==> src/rtl/seg7_display_reader.sv <==
// seg7_display_reader: receive-side monitor for a 7-segment display bus.
// It samples seg_in on sample_en strobes and uses a stability window to reject
// glitches. Accepted patterns are decoded back to a hex digit.
//
// Optional macro SEG7_SEQ_CHECK_EN builds a checker. The checker flags any
// accepted digit that does not follow (prev+1) mod SEQ_MOD. Without the macro,
// seq_err and seq_err_cnt are tied to 0.
//
// Ports:
//   clk          in   rising-edge clock
//   rst          in   synchronous active-high reset
//   sample_en    in   sample strobe; cycles without it hold all state
//   seg_in       in   [6:0] segments, bit0=a .. bit6=g, active-high
//   digit        out  [3:0] last accepted decoded digit
//   digit_valid  out  1-cycle pulse on a newly accepted glyph
//   blank        out  level, last accepted pattern was all-off
//   bad_code     out  1-cycle pulse on an accepted non-glyph, non-blank pattern
//   accept_cnt   out  [CNT_W-1:0] saturating count of digit_valid pulses
//   seq_err      out  sticky sequence-break flag
//   seq_err_cnt  out  [CNT_W-1:0] saturating count of sequence breaks
module seg7_display_reader #(
    parameter int unsigned STABLE_CYCLES = 4,
    parameter int unsigned CNT_W         = 8,
    parameter int unsigned SEQ_MOD       = 10
) (
    input  logic             clk,
    input  logic             rst,
    input  logic             sample_en,
    input  logic [6:0]       seg_in,
    output logic [3:0]       digit,
    output logic             digit_valid,
    output logic             blank,
    output logic             bad_code,
    output logic [CNT_W-1:0] accept_cnt,
    output logic             seq_err,
    output logic [CNT_W-1:0] seq_err_cnt
);

    localparam int unsigned     STAB_W   = $clog2(STABLE_CYCLES + 1);
    localparam logic [STAB_W-1:0] STAB_MAX = STAB_W'(STABLE_CYCLES);
    localparam logic [STAB_W-1:0] STAB_ACC = STAB_W'(STABLE_CYCLES - 1);

    if (STABLE_CYCLES < 1 || SEQ_MOD < 2 || SEQ_MOD > 16) begin : g_bad_param
        $error("seg7_display_reader: parameter out of range");
    end

    typedef enum logic [1:0] {WAIT_FIRST, SETTLING, STABLE} state_t;

    state_t              state, state_nxt;
    logic [6:0]          cand, cand_nxt;
    logic [STAB_W-1:0]   stab_cnt, stab_nxt;
    logic                have_last, have_last_nxt;
    logic [6:0]          last_pat, last_pat_nxt;
    logic [3:0]          digit_nxt;
    logic                digit_valid_nxt, blank_nxt, bad_code_nxt;
    logic [CNT_W-1:0]    accept_cnt_nxt;
    logic                accept, accept_new;
    logic [4:0]          dec;

    // Glyph decode: {is_glyph, value}
    function automatic logic [4:0] decode(input logic [6:0] seg);
        case (seg)
            7'h3F: decode = {1'b1, 4'h0};
            7'h06: decode = {1'b1, 4'h1};
            7'h5B: decode = {1'b1, 4'h2};
            7'h4F: decode = {1'b1, 4'h3};
            7'h66: decode = {1'b1, 4'h4};
            7'h6D: decode = {1'b1, 4'h5};
            7'h7D: decode = {1'b1, 4'h6};
            7'h07: decode = {1'b1, 4'h7};
            7'h7F: decode = {1'b1, 4'h8};
            7'h6F: decode = {1'b1, 4'h9};
            7'h77: decode = {1'b1, 4'hA};
            7'h7C: decode = {1'b1, 4'hB};
            7'h39: decode = {1'b1, 4'hC};
            7'h5E: decode = {1'b1, 4'hD};
            7'h79: decode = {1'b1, 4'hE};
            7'h71: decode = {1'b1, 4'hF};
            default: decode = 5'h00;
        endcase
    endfunction

    assign dec = decode(seg_in);

    // Filter, FSM next state and output next values
    always_comb begin
        state_nxt       = state;
        cand_nxt        = cand;
        stab_nxt        = stab_cnt;
        have_last_nxt   = have_last;
        last_pat_nxt    = last_pat;
        digit_nxt       = digit;
        blank_nxt       = blank;
        accept_cnt_nxt  = accept_cnt;
        digit_valid_nxt = 1'b0;
        bad_code_nxt    = 1'b0;
        accept          = 1'b0;
        accept_new      = 1'b0;

        if (sample_en) begin
            if (seg_in != cand) begin
                cand_nxt  = seg_in;
                stab_nxt  = STAB_W'(1);
                state_nxt = SETTLING;
                accept    = (STABLE_CYCLES == 1);
            end else if (stab_cnt < STAB_MAX) begin
                stab_nxt = STAB_W'(stab_cnt + 1'b1);
                accept   = (stab_cnt == STAB_ACC);
            end
            if (state == WAIT_FIRST) state_nxt = SETTLING;
            if (accept) state_nxt = STABLE;
        end

        // Re-accepting the pattern already reported (after an unaccepted glitch) is silent
        accept_new = accept && (!have_last || seg_in != last_pat);

        if (accept_new) begin
            have_last_nxt = 1'b1;
            last_pat_nxt  = seg_in;
            if (dec[4]) begin
                digit_nxt       = dec[3:0];
                blank_nxt       = 1'b0;
                digit_valid_nxt = 1'b1;
                if (accept_cnt != {CNT_W{1'b1}})
                    accept_cnt_nxt = CNT_W'(accept_cnt + 1'b1);
            end else if (seg_in == 7'h00) begin
                blank_nxt = 1'b1;
            end else begin
                bad_code_nxt = 1'b1;
            end
        end
    end

    // State and output registers
    always_ff @(posedge clk) begin
        if (rst) begin
            state       <= WAIT_FIRST;
            cand        <= 7'h00;
            stab_cnt    <= '0;
            have_last   <= 1'b0;
            last_pat    <= 7'h00;
            digit       <= 4'h0;
            digit_valid <= 1'b0;
            blank       <= 1'b0;
            bad_code    <= 1'b0;
            accept_cnt  <= '0;
        end else begin
            state       <= state_nxt;
            cand        <= cand_nxt;
            stab_cnt    <= stab_nxt;
            have_last   <= have_last_nxt;
            last_pat    <= last_pat_nxt;
            digit       <= digit_nxt;
            digit_valid <= digit_valid_nxt;
            blank       <= blank_nxt;
            bad_code    <= bad_code_nxt;
            accept_cnt  <= accept_cnt_nxt;
        end
    end

`ifdef SEG7_SEQ_CHECK_EN
    logic [3:0]       prev, prev_nxt, next_exp;
    logic             have_prev, have_prev_nxt;
    logic             seq_err_nxt;
    logic [CNT_W-1:0] seq_err_cnt_nxt;
    logic             glyph_ev, clear_ev;

    assign glyph_ev = accept_new && dec[4];
    assign clear_ev = accept_new && !dec[4];
    assign next_exp = 4'((5'(prev) + 5'd1) % 5'(SEQ_MOD));

    // Count-up checker; blank or bad code breaks the chain
    always_comb begin
        prev_nxt        = prev;
        have_prev_nxt   = have_prev;
        seq_err_nxt     = seq_err;
        seq_err_cnt_nxt = seq_err_cnt;
        if (glyph_ev) begin
            if (have_prev && dec[3:0] != next_exp) begin
                seq_err_nxt = 1'b1;
                if (seq_err_cnt != {CNT_W{1'b1}})
                    seq_err_cnt_nxt = CNT_W'(seq_err_cnt + 1'b1);
            end
            prev_nxt      = dec[3:0];
            have_prev_nxt = 1'b1;
        end else if (clear_ev) begin
            have_prev_nxt = 1'b0;
        end
    end

    always_ff @(posedge clk) begin
        if (rst) begin
            prev        <= 4'h0;
            have_prev   <= 1'b0;
            seq_err     <= 1'b0;
            seq_err_cnt <= '0;
        end else begin
            prev        <= prev_nxt;
            have_prev   <= have_prev_nxt;
            seq_err     <= seq_err_nxt;
            seq_err_cnt <= seq_err_cnt_nxt;
        end
    end
`else
    assign seq_err     = 1'b0;
    assign seq_err_cnt = '0;
`endif

endmodule

==> config.mk <==
export PLATFORM = sky130hd
export DESIGN_NAME = seg7_display_reader
export DESIGN_NICKNAME = d
export VERILOG_FILES = /design/src/rtl/seg7_display_reader.sv
export SDC_FILE = /design/constraint.sdc
export NUM_CORES = 1
export LEC_CHECK = 0
export ABC_AREA = 1
export ABC_CLOCK_PERIOD_IN_PS = 3730
export BUFFER_PORTS_ARGS = -buffer_cell sky130_fd_sc_hd__buf_2
export CAP_MARGIN = 0
export CORE_MARGIN = 2
export CORE_UTILIZATION = 60
export CTS_CLUSTER_SIZE = 12
export DETAILED_ROUTE_END_ITERATION = 7
export GPL_TIMING_DRIVEN = 0
export HOLD_SLACK_MARGIN = 0.15
export PLACE_DENSITY = 0.88
export SYNTH_ARGS = -nofsm -noshare
export SYNTH_HDL_FRONTEND = slang
export SYNTH_SLANG_ARGS = --single-unit
==> constraint.sdc <==
create_clock -name clk -period 3.73 [get_ports clk]
set_input_delay 0 -clock clk [delete_from_list [all_inputs] [get_ports clk]]
set_output_delay 0 -clock clk [all_outputs]
set_load 0.02 [all_outputs]
After elaboration in Yosys (flattened, before gate mapping)
Index checks and enable logic that the tools add are counted.
W data, S select, Z words.

storage, ports and cells
  input bits = 10
  register bits = 33
  ROM bits = 0
  latch bits = 0
  logic and storage cells = 56
  bits in writable memories = 0
  memories kept = 0

cells by class
  multiplexer cells = 10
  divide/modulo/power cells = 0
  add/sub/neg operators = 2
  shift-type cells = 0
  equality and inequality tests = 20
  multipliers = 0
  reduce and logical (&&, ||, !) cells = 13
  bitwise operators = 1
  order comparisons = 1

operators by type and width
  cell                   count
  $eq A7 B7 Y1 const B   12
  $pmux W5 S16           1
  $eq A7 B3 Y1 const B   2
  $eq A7 B6 Y1 const B   2
  $ne A7 B7 Y1           2
  $add A8 B1 Y8 const B  1
  $ne A8 B8 Y1 const B   1
  $reduce_and A2 Y1      4
  $logic_not A7 Y1       1
  $mux W1                7
  $mux W3                2
  $reduce_bool A2 Y1     2
  $add A3 B1 Y3 const B  1
  $eq A3 B2 Y1 const B   1
  $lt A3 B3 Y1 const B   1
  $reduce_and A3 Y1      1
  $reduce_or A3 Y1       1
  $reduce_or A2 Y1       1
  $logic_and A1 B1 Y1    1
  $logic_not A1 Y1       1
  $logic_or A1 B1 Y1     1
  $not A1 Y1             1

Depth between registers and ports, before layout
Gate-level depths: netlist (run 1).

  depth after elaboration = 7
  gate-level depth with buffers = 13
  depth with buffers taken out = 11

Least setup slack after synthesis (run 1)
OpenSTA, ideal clock, no wires.

  kind = reg-to-reg
  from = register accept_cnt[0]
  to = register accept_cnt[7]
  setup time = 0.064 ns
  stages on the path, launching flop included = 11
  buffers on the path = 0
  arrival = 1.400 ns
  slack = 2.266 ns
  period minus slack after synthesis = 1.464 ns
  path through = dfxtp_1 > ha_1 > nand2_1 > inv_1 > nand4_1 > nand2_1 > nor3_1 > nand3_1 > nand2_1 > inv_1 > nor2_1

between the ends
  longest elaborated chain between the ends = 2
  elaborated cells between the ends (all ways) = 3

RTL lines
  element                                                                line  text
  start, declared                                                        34    output logic [CNT_W-1:0] accept_cnt,
  start signal, assigned                                                 157   accept_cnt <= accept_cnt_nxt;
  parallel branches: the longest is 2 deep, another holds $add A8 B1 Y8  n/a

Several ways; the timed one is not identified.
A chain may end at the register's enable or synchronous reset.

Final worst setup path (run 1)
  from = input seg_in[3]
  to = register digit[0]

between the ends
  longest elaborated chain between the ends = 5
  elaborated cells between the ends (all ways) = 24

RTL lines
  element                                                               line  text
  start, declared                                                       29    input logic [6:0] seg_in,
  parallel branches: the longest is 5 deep, another holds $pmux W5 S16  n/a
  end signal, assigned                                                  153   digit <= digit_nxt;
  end, declared                                                         30    output logic [3:0] digit,

Several ways; the timed one is not identified.

==> results.cfg, run 1 <==
[power]
power_leakage_nw = 1.16
power_density_nw_per_um2 = 296
ir_worst_vdd_mv = 0.191

[worst_hold_path]
hold_class = input pin to register
hold_path_end = stab_cnt[1]$_SDFFE_PP0P_
hp-start = rst
min_path_cells = 3

[drt]
vias = 2025
drc = 0
drt-initial-drc-count = 103
drt_wl_total_mm = 4.41
ant_nets = 0
wl_per_cell_um = 11.3
vias_per_cell = 5.19
drtPass1Iterations = 7

[place]
post-dp-hpwl_mm = 3.19
port_buffers = 19
placed_area_um2 = 2190
gp_congestion = 0.913

[cells_and_area]
fin_area_um2 = 2350
nets = 356
drive_above_1_share_pct = 20.1
diodes = 0
syn_to_final_growth_pct = 17.1

[sta]
max_freq_ghz = 0.595
holdWs_ns = 0.457
fin_crit_sh_pct = 45.0
finClkSkew_ns = 0.0162
finalSetupViolations = 0
hold_viol = 0
period_minus_slack_ns = 1.68
rsz0062_at_grt = false
drv_slew = 0
setup_tns_ns = 0

[floorplanning]
initial_core_util_pct = 61.2
pin_count = 34
dieWidth_um = 61.9
die_y_um = 61.9
std_cell_rows = 21
fp.dieArea_um2 = 3830
core-area_um2 = 3280

[worst_setup_path]
required_ns = 4.02
r2r_cells = 9
start_kind = input pin
r2r-start = cand[4]$_SDFFE_PP0P_
rrSetupSlack_ns = 2.14
r2r_end = accept_cnt[1]$_SDFFE_PP0P_
end_kind = register
arrival_ns = 1.97
crit_fanout = 7
criticalPathCategory = input pin to register

[clock_tree]
post_cts_resized = 0
clock-sinks = 33
clock_path_buffers = 2
holdBufCountCts = 9
clock-root-buffer = clkbuf_4
post-cts-setup-buffers = 0
numCtsBuffers = 5
clk_pin_slew_ns = 0.10
h-tree-depth = 2
cts_tree = built
clkLatencyLatePin_ns = 0.35

[synth]
synth-compound-area-share_pct = 9.46
synth_top_family_by_area = simple AND/OR/NAND/NOR gates
avgSynthCellArea_um2 = 6.70
ys_async_sr_fraction_pct = 0
synth_edf_count = 0
synth_cell_type_count = 28
synth_top_area_share_pct = 32.9
synth_xor_area_share_pct = 3.92
ys_ff_latch = 33
synthCells = 300
yosys_warnings = 0
muxShareOfSynthArea_pct = 0
syn_area_um2 = 2010
synthSimpleGateAreaFrac_pct = 37.0
yosysSeqAreaShare_pct = 32.9
yosysTopAreaCell = dfxtp_1
synth_adder_area_share_pct = 1.87
ys_top_cells_by_area = dfxtp_1, nand2_1, nor2_1
synth_flop_cell = dfxtp_1

[grt]
grt_use_total_pct = 25.7
grt_pass1_wl_mm = 7.33
grt_pass1_vias = 1726
antenna_found_initial = 0
grt_max_degree = 11
grt-ovfl-total = 0

[run]
drv_cap = 0

[run_status]
status = finished clean
[power by group]
group,leakage [nW],total [W],internal [W],switching (W)
Combinational,0.848,0.000101,0.0000396,0.0000611
Sequential,0.268,0.000363,0.000358,0.00000413
Clock,0.0413,0.000233,0.000109,0.000124
[cell type report]
class	count	area (µm²)
multi-input combinational	217	1080
fill	288	932
sequential	33	661
timing repair buffer	28	185
buffer	21	155
inverter	37	139
clock buffer	7	65.1
tap	46	57.6
clock inverter	1	5.00
[cells by family (layout without fill, tap and decap cells)]
| family | Yosys count | count (layout) |
|---|---|---|
| simple gates | 158 | 158 |
| buf+inv | 58 | 94 |
| compound gates | 38 | 38 |
| flops | 33 | 33 |
| xor+xnor | 9 | 9 |
| fa+ha+maj | 3 | 3 |
| other cells | 1 | 9 |
[layout by cell type, fill, tap and decap left out, types with 2 or more instances in the layout]
master,n
nand3_1,22
inv_2,6
nor3_1,6
dlygate4sd3_1,9
dfxtp_1,33
ha_1,3
nor2_2,6
buf_4,16
inv_1,30
xor2_1,5
buf_6,2
buf_2,20
o21ai_0,20
nand4_1,11
nor4_1,2
a21oi_1,17
nor2_1,35
clkbuf_4,5
xnor2_1,4
nor2_4,4
nand2_1,65
clkbuf_8,2
conb_1,9
nand2_2,3
clkbuf_1,2
[critical path: stages]
cell and delay (ns):
dlygate4sd3_1 0.54, buf_2 0.17, inv_2 0.12, nand2_1 0.08, nor2_1 0.14, nand2_1 0.11
nand2_1 0.12, nor2_2 0.06, nand3_4 0.13, nand2_2 0.13, nor2_2 0.16, o21ai_0 0.13
nand2_1 0.07
[registers in the layout, summed over array words and instances (netlist names)]
register	flops
bad_code	1
stab_cnt	3
have_last	1
accept_cnt	8
digit	4
blank	1
cand	7
digit_valid	1
last_pat	7
[per-stage QoR]
| stage | util [%] | cells | worst slack, ns | power, W |
|---|---|---|---|---|
| after floorplan | - | 308 | 2.27 | 0.000444 |
| after global placement | 66.7 | 373 | 2.16 | 0.000460 |
| after detailed placement | 66.7 | 373 | 2.15 | 0.000462 |
| after CTS | 71.6 | 390 | 2.09 | 0.000699 |
| after global routing | 71.6 | 390 | 1.92 | 0.000729 |
| final | 71.6 | 390 | 2.05 | 0.000696 |
[how the worst max path moves through the flow]
stage	to	slack, ns	from	cells past startpoint
2_1_floorplan	accept_cnt[7]$_SDFFE_PP0P_	2.27	accept_cnt[0]$_SDFFE_PP0P_	10
6_report	digit[0]$_SDFFE_PP0P_	2.05	seg_in[3]	13
3_3_place_gp	accept_cnt[1]$_SDFFE_PP0P_	2.16	stab_cnt[0]$_SDFFE_PP0P_	10
4_1_cts	digit[0]$_SDFFE_PP0P_	2.09	seg_in[3]	13
5_1_grt	digit[0]$_SDFFE_PP0P_	1.92	seg_in[3]	13
3_5_place_dp	accept_cnt[7]$_SDFFE_PP0P_	2.15	stab_cnt[0]$_SDFFE_PP0P_	10
[cell usage after synthesis, drive strengths merged (2+ instances only)]
cell type  number
ha              3
xnor2           4
nand2          68
buf            19
inv            36
a21oi          17
xor2            5
nor3            7
nor4            2
nand3          24
clkbuf          2
dfxtp          33
nand4          11
nor2           45
o21ai          21
[layer usage]
| metal | vias to the layer above | routed length (µm) | global-route usage (%) | share of wire [%] |
|---|---|---|---|---|
| met2 | 57 | 2150 | 41.5 | 49 |
| met4 | 0 | 48 | 10.0 | 1.1 |
| met3 | 6 | 204 | 6.83 | 4.6 |
| met1 | 939 | 2000 | 32.9 | 45 |
| met5 | - | 0 | 0 | 0 |
| li1 | 1023 | - | - | - |
(Power assumes the default switching activity.)
==> run 2: changes to the inputs <==
==> config.mk (replaced) <==
export PLATFORM = sky130hd
export DESIGN_NAME = seg7_display_reader
export DESIGN_NICKNAME = d
export VERILOG_FILES = /design/src/rtl/seg7_display_reader.sv
export SDC_FILE = /design/constraint.sdc
export NUM_CORES = 1
export LEC_CHECK = 0
export ABC_AREA = 0
export ABC_CLOCK_PERIOD_IN_PS = 1400
export BUFFER_PORTS_ARGS = -buffer_cell sky130_fd_sc_hd__buf_2
export CAP_MARGIN = 0
export CORE_MARGIN = 2
export CORE_UTILIZATION = 50
export CTS_CLUSTER_SIZE = 12
export DETAILED_ROUTE_END_ITERATION = 7
export GPL_TIMING_DRIVEN = 0
export HOLD_SLACK_MARGIN = 0.15
export PLACE_DENSITY = 0.79
export SYNTH_ARGS = -nofsm -noshare
export SYNTH_HDL_FRONTEND = slang
export SYNTH_SLANG_ARGS = --single-unit
==> constraint.sdc (replaced) <==
create_clock -name clk -period 1.4 [get_ports clk]
set_input_delay 0 -clock clk [delete_from_list [all_inputs] [get_ports clk]]
set_output_delay 0 -clock clk [all_outputs]
set_load 0.02 [all_outputs]
==> results.cfg, run 2 <==
[floorplanning]
std_cell_rows = 22
fp.dieArea_um2 = 4490
core-area_um2 = 3740
dieWidth_um = 67.0
pin_count = 34
initial_core_util_pct = 53.0
die_y_um = 67.0

[sta]
period_minus_slack_ns = 1.84
worst_pin_slew_ns = 0.649
finalSetupViolations = 24
hold_viol = 0
fin_ws_ns = -0.444
max-slew-margin-rel_pct = 56.7
fin_crit_sh_pct = 132
drv_slew = 0
rsz0062_at_grt = true
max_freq_ghz = 0.542
finClkSkew_ns = 0.00914
setup_tns_ns = -6.39

[cells_and_area]
syn_to_final_growth_pct = 30.7
largest_register_ffs = 8
reg_top3 = accept_cnt (8), cand (7), last_pat (7)
diodes = 0
nets = 294
top_register = accept_cnt
final_cell_mix = buf_2, dfxtp_1, buf_4, nor2_1, nand2_1
num-fill-cells = 294
final_common_cell = buf_2
drive_above_1_share_pct = 37.9

[synth]
synthSimpleGateAreaFrac_pct = 27.2
yosysTopAreaCell = dfxtp_1
synth_top_area_share_pct = 33.3
synth_xor_area_share_pct = 6.62
yosys_warnings = 0
muxShareOfSynthArea_pct = 6.75
ys_ff_latch = 33
ys_top_cells_by_area = dfxtp_1, mux2i_1, buf_4
synth_adder_area_share_pct = 1.89
synth-compound-area-share_pct = 14.3
synthCells = 236
synth_flop_cell = dfxtp_1
syn_area_um2 = 1980
synth_edf_count = 0
avgSynthCellArea_um2 = 8.40
synth_common_cells = dfxtp_1, nor2_1, nand2_1, a21oi_1, buf_4
yosysSeqAreaShare_pct = 33.3
synth_top_family_by_area = simple AND/OR/NAND/NOR gates
ys_async_sr_fraction_pct = 0
synth_cell_type_count = 50
synth.most_common_cell = dfxtp_1

[place]
post-dp-hpwl_mm = 3.22
post-place-ws_ns = -0.612
gp_congestion = 0.808
port_buffers = 19

[run]
drv_cap = 0

[worst_hold_path]
hp-start = rst
hold_path_end = accept_cnt[5]$_SDFFE_PP0P_
hold_class = input pin to register
min_path_cells = 3

[power]
power_density_nw_per_um2 = 752
ir_worst_vdd_mv = 0.464
power_leakage_nw = 1.02

[worst_setup_path]
end_kind = register
arrival_ns = 2.00
start_kind = register
crit_fanout = 6
rrSetupSlack_ns = -0.44
crit_slowest_cell = dfxtp_2
r2r-start = stab_cnt[0]$_SDFFE_PP0P_
critical_path.max_stage_delay_ns = 0.35
r2r_end = accept_cnt[7]$_SDFFE_PP0P_
cp_cell_sequence = ha_4 > ha_4 > nand2_4 > nor3_4 > nand2_2 > buf_4 > buf_4 > o31ai_4 > a21oi_2
crit_cells = 9
required_ns = 1.56
critPathTopFamily = simple AND/OR/NAND/NOR gates
cp_num_buf_inv = 2
criticalPathCategory = register to register
r2r_cells = 9

[drt]
wl_per_cell_um = 14.7
ant_nets = 0
vias_per_cell = 5.69
drc = 0
vias = 1878
drt_wl_total_mm = 4.85
drtPass1Iterations = 5
drt-initial-drc-count = 125

[clock_tree]
clock_path_buffers = 2
cts_tree = built
clkLatencyLatePin_ns = 0.29
clock-sinks = 33
clock-root-buffer = clkbuf_8
numCtsBuffers = 5
h-tree-depth = 2
clk_pin_slew_ns = 0.07

[grt]
grt_use_total_pct = 23.0
antenna_found_initial = 0
grt_pass1_wl_mm = 7.71
grt-ovfl-total = 0
grt_max_degree = 11
grt_pass1_vias = 1683

[run_status]
violations = negative setup slack
status = finished with violations
==> run 2: layer usage <==
layer  vias to the layer above  part of all wire, %  GRT usage, %  wire length [µm]
met1                       862                   42          27.9              2030
met5                         -                    0             0                 0
met2                        94                   49          38.1              2380
met4                         0                  2.1          11.2               101
li1                        912                    -             -                 -
met3                        10                  7.0          5.41               338
==> run 2: how the worst max path moves through the flow <==
stage,startpoint,endpoint
floorplan,accept_cnt[1]$_SDFFE_PP0P_,accept_cnt[5]$_SDFFE_PP0P_
global placement,seg_in[0],digit[2]$_SDFFE_PP0P_
detailed placement,seg_in[0],digit[2]$_SDFFE_PP0P_
CTS,stab_cnt[0]$_SDFFE_PP0P_,accept_cnt[7]$_SDFFE_PP0P_
global route,cand[6]$_SDFFE_PP0P_,accept_cnt[7]$_SDFFE_PP0P_
finish,stab_cnt[0]$_SDFFE_PP0P_,accept_cnt[7]$_SDFFE_PP0P_
==> run 2: repair_timing <==
item,CTS,global route
pin swaps,12,8
gates resized for setup,28,21
setup buffers,9,3
setup endpoints to repair,25,26
hold buffers,1,0
endpoints found under the hold margin,1,0
==> run 2: layout make-up <==
cell class / instances / area, µm² / share of cell area, %
clock buffers: 6 / 72.6 / 2.80
plain buffers: 29 / 209 / 8.06
well taps: 48 / 60.1 / 2.32
inverters: 3 / 11.3 / 0.435
clock inverters: 2 / 10.0 / 0.386
flip-flops and latches: 33 / 679 / 26.2
multi-input cells: 179 / 1360 / 52.5
repair buffers: 30 / 188 / 7.24
==> run 2: through the flow <==
step | power, W | cell area [µm²] | instances | hold slack (ns) | util, %
after floorplan | 0.00120 | 2070 | 244 | 0.309 | -
after detailed placement | 0.00125 | 2220 | 311 | 0.419 | 59.3
after global routing | 0.00204 | 2590 | 330 | 0.221 | 69.2
final | 0.00195 | 2590 | 330 | 0.192 | 69.2
after CTS | 0.00194 | 2480 | 328 | 0.186 | 66.2
after global placement | 0.00125 | 2220 | 311 | 0.418 | 59.3
==> run 2: tightest hold or removal path: stages <==
cell      delay, ns
clkbuf_1       0.18
nor2_1         0.13
mux2_4         0.14
==> run 2: kinds of logic (layout without fill, tap and decap cells) <==
group,count (synthesis),after routing
adder cells (fa/ha/maj),3,3
buffers and inverters,32,70
other,1,9
XOR/XNOR,15,15
multiplexers,13,13
AO/OA/AOI/OAI,43,43
AND/OR/NAND/NOR,96,96
flip-flops,33,33
==> run 2: report_power, final <==
part           total (W)  leakage (nW)  internal (W)  switching (W)
combinational   0.000303         0.707      0.000129       0.000174
clock           0.000683        0.0450      0.000344       0.000339
sequential      0.000964         0.272      0.000952      0.0000122
total            0.00195          1.02       0.00142       0.000526
